File: src/rtl/sram_phase_sequencer_pkg.sv
// Shared types for the frame phase sequencer: state encoding, bus widths and
// the UART-exit routing decision.
package sram_phase_sequencer_pkg;

    localparam int SRAM_ADDR_W = 18;
    localparam int SRAM_DATA_W = 16;

    typedef enum logic [2:0] {
        S_SEQ_IDLE    = 3'd0,
        S_SEQ_UART_RX = 3'd1,
        S_SEQ_M2      = 3'd2,
        S_SEQ_M1      = 3'd3,
        S_SEQ_DONE    = 3'd4
    } seq_state_type;

    // Milestones that are not enabled are skipped; with neither enabled the
    // received image goes straight to display.
    function automatic seq_state_type uart_exit_state(input logic run_m2,
                                                      input logic run_m1);
        seq_state_type nxt;
        if (run_m2) begin
            nxt = S_SEQ_M2;
        end else if (run_m1) begin
            nxt = S_SEQ_M1;
        end else begin
            nxt = S_SEQ_DONE;
        end
        return nxt;
    endfunction

endpackage

File: src/rtl/sram_phase_sequencer_sram_access_mux.sv
// Selects which requester owns the single SRAM port, from the registered
// sequencer state; VGA reads whenever no other phase is active.
module sram_access_mux
    import sram_phase_sequencer_pkg::*;
(
    input  seq_state_type            state,
    input  logic [SRAM_ADDR_W-1:0]   uart_address,
    input  logic [SRAM_DATA_W-1:0]   uart_write_data,
    input  logic                     uart_we_n,
    input  logic [SRAM_ADDR_W-1:0]   m2_address,
    input  logic [SRAM_DATA_W-1:0]   m2_write_data,
    input  logic                     m2_we_n,
    input  logic [SRAM_ADDR_W-1:0]   m1_address,
    input  logic [SRAM_DATA_W-1:0]   m1_write_data,
    input  logic                     m1_we_n,
    input  logic [SRAM_ADDR_W-1:0]   vga_address,
    output logic [SRAM_ADDR_W-1:0]   sram_address,
    output logic [SRAM_DATA_W-1:0]   sram_write_data,
    output logic                     sram_we_n
);

    always_comb begin
        sram_address    = vga_address;
        sram_write_data = '0;
        sram_we_n       = 1'b1;
        case (state)
            S_SEQ_UART_RX: begin
                sram_address    = uart_address;
                sram_write_data = uart_write_data;
                sram_we_n       = uart_we_n;
            end
            S_SEQ_M2: begin
                sram_address    = m2_address;
                sram_write_data = m2_write_data;
                sram_we_n       = m2_we_n;
            end
            S_SEQ_M1: begin
                sram_address    = m1_address;
                sram_write_data = m1_write_data;
                sram_we_n       = m1_we_n;
            end
            default: begin
                sram_address    = vga_address;
                sram_write_data = '0;
                sram_we_n       = 1'b1;
            end
        endcase
    end

endmodule

File: src/rtl/sram_phase_sequencer.sv
// Sequences one decode frame (UART receive -> M2 -> M1 -> display) and
// arbitrates the external SRAM port between the four requesters.
module sram_phase_sequencer
    import sram_phase_sequencer_pkg::*;
#(
    parameter int TIMEOUT_CYCLES = 50_000_000,
    parameter int TIMER_WIDTH    = 26
) (
    input  logic                    Clock,
    input  logic                    Reset,
    input  logic                    UART_RX_I,
    input  logic                    run_m2,
    input  logic                    run_m1,
    input  logic [SRAM_ADDR_W-1:0]  uart_address,
    input  logic [SRAM_DATA_W-1:0]  uart_write_data,
    input  logic                    uart_we_n,
    input  logic [SRAM_ADDR_W-1:0]  m2_address,
    input  logic [SRAM_DATA_W-1:0]  m2_write_data,
    input  logic                    m2_we_n,
    input  logic                    m2_done,
    input  logic [SRAM_ADDR_W-1:0]  m1_address,
    input  logic [SRAM_DATA_W-1:0]  m1_write_data,
    input  logic                    m1_we_n,
    input  logic                    m1_done,
    input  logic [SRAM_ADDR_W-1:0]  vga_address,
    output logic                    UART_rx_initialize,
    output logic                    UART_rx_enable,
    output logic                    M2_start,
    output logic                    M1_start,
    output logic                    VGA_enable,
    output logic [SRAM_ADDR_W-1:0]  SRAM_address,
    output logic [SRAM_DATA_W-1:0]  SRAM_write_data,
    output logic                    SRAM_we_n,
    output logic [2:0]              phase,
    output logic                    frame_done
);

    localparam logic [TIMER_WIDTH-1:0] TIMEOUT_LAST = TIMER_WIDTH'(TIMEOUT_CYCLES - 1);

    seq_state_type            state_q, state_d;
    logic [TIMER_WIDTH-1:0]   timer_q, timer_d;
    logic                     rx_init_q, rx_init_d;
    logic                     rx_enable_q, rx_enable_d;
    logic                     m2_start_q, m2_start_d;
    logic                     m1_start_q, m1_start_d;
    logic                     vga_enable_q, vga_enable_d;
    logic                     frame_done_q, frame_done_d;
    // Marks the first cycle of a milestone phase, when its done may be stale.
    logic                     first_q, first_d;
    seq_state_type            exit_state;

    assign exit_state = uart_exit_state(run_m2, run_m1);

    always_comb begin
        state_d      = state_q;
        timer_d      = timer_q;
        rx_init_d    = rx_init_q;
        rx_enable_d  = rx_enable_q;
        m2_start_d   = m2_start_q;
        m1_start_d   = m1_start_q;
        vga_enable_d = vga_enable_q;
        frame_done_d = frame_done_q;
        first_d      = first_q;

        case (state_q)
            S_SEQ_IDLE: begin
                if (!UART_RX_I) begin
                    state_d      = S_SEQ_UART_RX;
                    rx_init_d    = 1'b1;
                    vga_enable_d = 1'b0;
                    timer_d      = '0;
                end
            end

            S_SEQ_UART_RX: begin
                if (rx_init_q) begin
                    rx_init_d   = 1'b0;
                    rx_enable_d = 1'b1;
                end
                if (!uart_we_n) begin
                    timer_d = '0;
                end else if (timer_q == TIMEOUT_LAST) begin
                    rx_enable_d = 1'b0;
                    timer_d     = '0;
                    state_d     = exit_state;
                    case (exit_state)
                        S_SEQ_M2: begin
                            m2_start_d = 1'b1;
                            first_d    = 1'b1;
                        end
                        S_SEQ_M1: begin
                            m1_start_d = 1'b1;
                            first_d    = 1'b1;
                        end
                        default: frame_done_d = 1'b1;
                    endcase
                end else begin
                    timer_d = timer_q + 1'b1;
                end
            end

            S_SEQ_M2: begin
                if (first_q) begin
                    first_d = 1'b0;
                end else if (m2_done) begin
                    m2_start_d = 1'b0;
                    if (run_m1) begin
                        state_d    = S_SEQ_M1;
                        m1_start_d = 1'b1;
                        first_d    = 1'b1;
                    end else begin
                        state_d      = S_SEQ_DONE;
                        frame_done_d = 1'b1;
                    end
                end
            end

            S_SEQ_M1: begin
                if (first_q) begin
                    first_d = 1'b0;
                end else if (m1_done) begin
                    m1_start_d   = 1'b0;
                    state_d      = S_SEQ_DONE;
                    frame_done_d = 1'b1;
                end
            end

            S_SEQ_DONE: begin
                frame_done_d = 1'b0;
                vga_enable_d = 1'b1;
                state_d      = S_SEQ_IDLE;
            end

            default: begin
                state_d = S_SEQ_IDLE;
            end
        endcase
    end

    always_ff @(posedge Clock or posedge Reset) begin
        if (Reset) begin
            state_q      <= S_SEQ_IDLE;
            timer_q      <= '0;
            rx_init_q    <= 1'b0;
            rx_enable_q  <= 1'b0;
            m2_start_q   <= 1'b0;
            m1_start_q   <= 1'b0;
            vga_enable_q <= 1'b1;
            frame_done_q <= 1'b0;
            first_q      <= 1'b0;
        end else begin
            state_q      <= state_d;
            timer_q      <= timer_d;
            rx_init_q    <= rx_init_d;
            rx_enable_q  <= rx_enable_d;
            m2_start_q   <= m2_start_d;
            m1_start_q   <= m1_start_d;
            vga_enable_q <= vga_enable_d;
            frame_done_q <= frame_done_d;
            first_q      <= first_d;
        end
    end

    assign UART_rx_initialize = rx_init_q;
    assign UART_rx_enable     = rx_enable_q;
    assign M2_start           = m2_start_q;
    assign M1_start           = m1_start_q;
    assign VGA_enable         = vga_enable_q;
    assign frame_done         = frame_done_q;
    assign phase              = state_q;

    sram_access_mux u_sram_access_mux (
        .state           (state_q),
        .uart_address    (uart_address),
        .uart_write_data (uart_write_data),
        .uart_we_n       (uart_we_n),
        .m2_address      (m2_address),
        .m2_write_data   (m2_write_data),
        .m2_we_n         (m2_we_n),
        .m1_address      (m1_address),
        .m1_write_data   (m1_write_data),
        .m1_we_n         (m1_we_n),
        .vga_address     (vga_address),
        .sram_address    (SRAM_address),
        .sram_write_data (SRAM_write_data),
        .sram_we_n       (SRAM_we_n)
    );

endmodule

File: config.mk
export PLATFORM = sky130hd
export DESIGN_NAME = sram_phase_sequencer
export DESIGN_NICKNAME = d
export VERILOG_FILES = /design/src/rtl/sram_phase_sequencer_pkg.sv /design/src/rtl/sram_phase_sequencer_sram_access_mux.sv /design/src/rtl/sram_phase_sequencer.sv
export SDC_FILE = /design/constraint.sdc
export NUM_CORES = 1
export LEC_CHECK = 0
export CAP_MARGIN = 15
export CELL_PAD_IN_SITES_DETAIL_PLACEMENT = 0
export CELL_PAD_IN_SITES_GLOBAL_PLACEMENT = 1
export CORE_MARGIN = 2
export CORE_UTILIZATION = 29
export CTS_BUF_LIST = sky130_fd_sc_hd__clkbuf_8 sky130_fd_sc_hd__clkbuf_16
export DETAILED_ROUTE_END_ITERATION = 8
export GPL_TIMING_DRIVEN = 0
export PLACE_DENSITY = 0.88
export RECOVER_POWER = 50
export SYNTH_ARGS = -nofsm -noshare
export SYNTH_HDL_FRONTEND = slang
export SYNTH_SLANG_ARGS = --single-unit
File: constraint.sdc
create_clock -name Clock -period 3.4 [get_ports Clock]
set_clock_uncertainty 0.1 [all_clocks]
set_input_delay 0.51 -clock Clock [delete_from_list [all_inputs] [get_ports Clock]]
set_output_delay 0.51 -clock Clock [all_outputs]
set_load 0.02 [all_outputs]
==> results by group <==
Outcome
  – Outcome: completed

CTS
  – Clock-pin slew on the worst setup and hold paths: 80 ps
  – H-tree depth: 2
  – Clock Sinks: 36
  – Num CTS Buffers: 5
  – Root Buffer: clkbuf_8
  – CTS tree: built
  – Clk_lat worst skew: 290 ps
  – Clk buf depth: 2

Finish
  – Fraction of layout cells with a size suffix above 1: 0.1113
  – Design area: 0.005022 sq mm
  – Fillers: 988
  – Final net count: 687
  – Syn-to-layout area delta: 67.25%
  – Commonest non-fill, non-tap cells in the layout: clkdlybuf4s50_1 (163), nor2_1 (46), nand2_1 (42)
  – Commonest non-fill, non-tap cell in the layout: clkdlybuf4s50_1
  – Layout Cells excl Fill: 694

STA
  – Part of the cycle the worst path needs: 0.9641
  – Final WS setup: 122.0 ps
  – Fin crit period: 3278 ps
  – RSZ-0062 raised after global routing: false
  – Fmax: 305.1 MHz
  – Slew Viols, Final: 0
  – Least-Margin Pin Slew: 1184 ps
  – Hold_ws: 392.1 ps
  – Final Hold Viols: 0
  – Rel. slew slack: 0.2104
  – Setup violators final: 0

Job
  – Max-cap violations: 0

Yosys
  – Mapped cell area: 0.003003 sq mm
  – Register area share after synthesis: 0.3004
  – Gate count of the mapped netlist: 373
  – Syn Nets: 504
  – Syn_area_per_cell: 8.051 sq um
  – Ys flop type: dfrtp_1
  – #FFs+latches synth: 36
  – Synth Warn #: 0
  – Number of synthesized flops with an enable pin: 0
  – Post-synth ARST share: 1.000
  – Synth cell types: 49

Die
  – Row cnt: 37
  – DIE WIDTH: 105.8 um
  – IO Count: 174
  – Die Height: 105.8 um
  – Total die area: 0.01119 sq mm
  – Core ar.: 0.01018 sq mm
  – Initial Utilization: 0.2948

Pwr
  – Int Pwr: 1.474 mW
  – Maximum vdd ir drop: 0.2204 mV
  – Leakage power: 1.964 nW
  – Clk network pwr share: 0.111
  – Switching share of power: 0.4345
  – P_sw: 1.133 mW
  – Logic pwr share: 0.690
  – Power Density: 519.0 mW/mm^2
  – Pwr Total: 2.607 mW
  – Sequential fraction of design power: 0.199

Drt
  – Drt pass-1 iters: 5
  – Antenna Violating Nets Remaining: 0
  – DRC: 0
  – Drt initial violations: 186
  – Final WL: 11.90 mm
  – Via count: 3524
  – WL/cell: 17.14 um
  – Routed vias/inst: 5.078

Worst setup path
  – Critical path, cell by cell: clkbuf_1 > clkbuf_1 > a22oi_1 > o21ai_0 > clkdlybuf4s50_1
  – Critical path's slowest cell: clkdlybuf4s50_1
  – Crit Path Max Fanout: 10
  – Worst setup EP type: primary output
  – Setup CP Type: reg2out
  – Critical Path Start Type: register
  – Most frequent CP cell: clkbuf_1
  – WP data required: 2790 ps
  – Max incr delay on CP: 650 ps
  – Worst path arrival time: 2670 ps

GRT
  – Global-route wire length before repair: 18.36 mm
  – Vias in the first global route: 3481
  – Largest net degree at the start of global routing: 23
  – GRT Overall Usage: 0.2051
  – Initial antenna violation count: 1
  – GRT overflow: 0

Placed design
  – Placed Cells: 683
  – GP Congestion: 0.8990
  – Placement Cell Area: 0.004932 sq mm
  – IO Port Bufs: 173
  – Pre-CTS WS: -75.48 ps
  – DP HPWL: 9.561 mm

Hold path
  – HP Class: reg2reg
## Yosys cell counts, types with 3 or more instances
library cell  count  share of area
mux2i_1           3          0.010
a21o_1            3         0.0075
a21oi_1           6          0.010
nand3_1          10          0.017
buf_1             7         0.0088
nand2b_1          3         0.0063
nor4_1            7          0.015
a22o_1            7          0.020
nand2_1          42          0.052
nor2_1           46          0.058
and3_1            5          0.010
a31oi_1           3         0.0063
a22oi_1          35          0.087
nand4_1           4         0.0083
mux2_2           34           0.13
dfrtp_1          35           0.29
nor3_1           10          0.017
clkbuf_1         14          0.017
or3_1             4         0.0083
o21ai_0          31          0.052
inv_1            10          0.013
and2_1            3         0.0063
xnor2_1          14          0.041
buf_2             5         0.0083
## critical path: cells and delay by family, from the launching register on
kind	cells	cell delay, ps
compound gates	2	350
flops	1	510
buf+inv	3	1510
## sequential cells by signal, indices dropped and copies added, names as in the netlist
name,count
frame_done,1
VGA_enable,1
first_q,1
UART_rx_initialize,1
M2_start,1
UART_rx_enable,1
timer_q,26
phase,3
M1_start,1
## power by group through the flow
stage	clock network [mW]	logic (mW)	registers (mW)
after global routing	0.317	1.94	0.526
after CTS	0.300	1.81	0.521
after floorplan	0	0.963	0.557
after detailed placement	0	1.79	0.528
final	0.290	1.80	0.519
after global placement	0	1.76	0.526
## layout make-up
type	instances	area, sq um	share of cell area
antenna	1	2.502	0.0004983
tap	136	170.2	0.03388
timing repair buffer	176	1747	0.3478
multi-input combinational	300	1959	0.3901
sequential	36	902.1	0.1796
buffer	27	122.6	0.02441
inverter	10	37.54	0.007474
clock buffer	5	68.82	0.01370
clock inverter	3	12.51	0.002491
## cells by family (layout without fill, tap and decap cells)
logic type | count (synthesis) | count (layout) | synth area share
buf+inv | 37 | 221 | 0.05083
xor+xnor | 16 | 16 | 0.04667
fa+ha+maj | 1 | 1 | 0.004166
compound gates | 98 | 98 | 0.2192
mux | 37 | 37 | 0.1375
simple gates | 148 | 148 | 0.2413
flops | 36 | 36 | 0.3004
other cells | 0 | 1 | 0
## metrics by stage
stage	TNS [ps]	util
after detailed placement	-364.9	0.4843
after CTS	0	0.4940
after global placement	-6.054	0.4816
final	0	0.4931
after global routing	0	0.4931
after floorplan	0	-
## routing by layer
layer / global-route usage / routed length, um
met1: 0.2294 / 4621
met2: 0.3834 / 6155
met3: 0.05009 / 847
met4: 0.05733 / 270
met5: 0 / 0
## path summary, 6_finish.rpt
check | cells after the start | end | start | slack, ps
max | 5 | SRAM_address[10] | phase[1] | 120
min | 2 | VGA_enable | VGA_enable | 390
max reg2reg | 7 | timer_q[10] | timer_q[0] | 1000
min reg2reg | 2 | VGA_enable | VGA_enable | 390
max in group asynchronous | 3 | timer_q[14] | Reset | 1080
min in group asynchronous | 2 | first_q | Reset | 630
## repair_timing
item | 4_1_cts | 5_1_grt
hold buffers | 0 | 0
pin swaps | 0 | 1
endpoints found under the setup margin | 31 | 18
gates resized for setup | 7 | 3
setup buffers | 0 | 1
No activity file was read; power rests on OpenSTA's default activity.
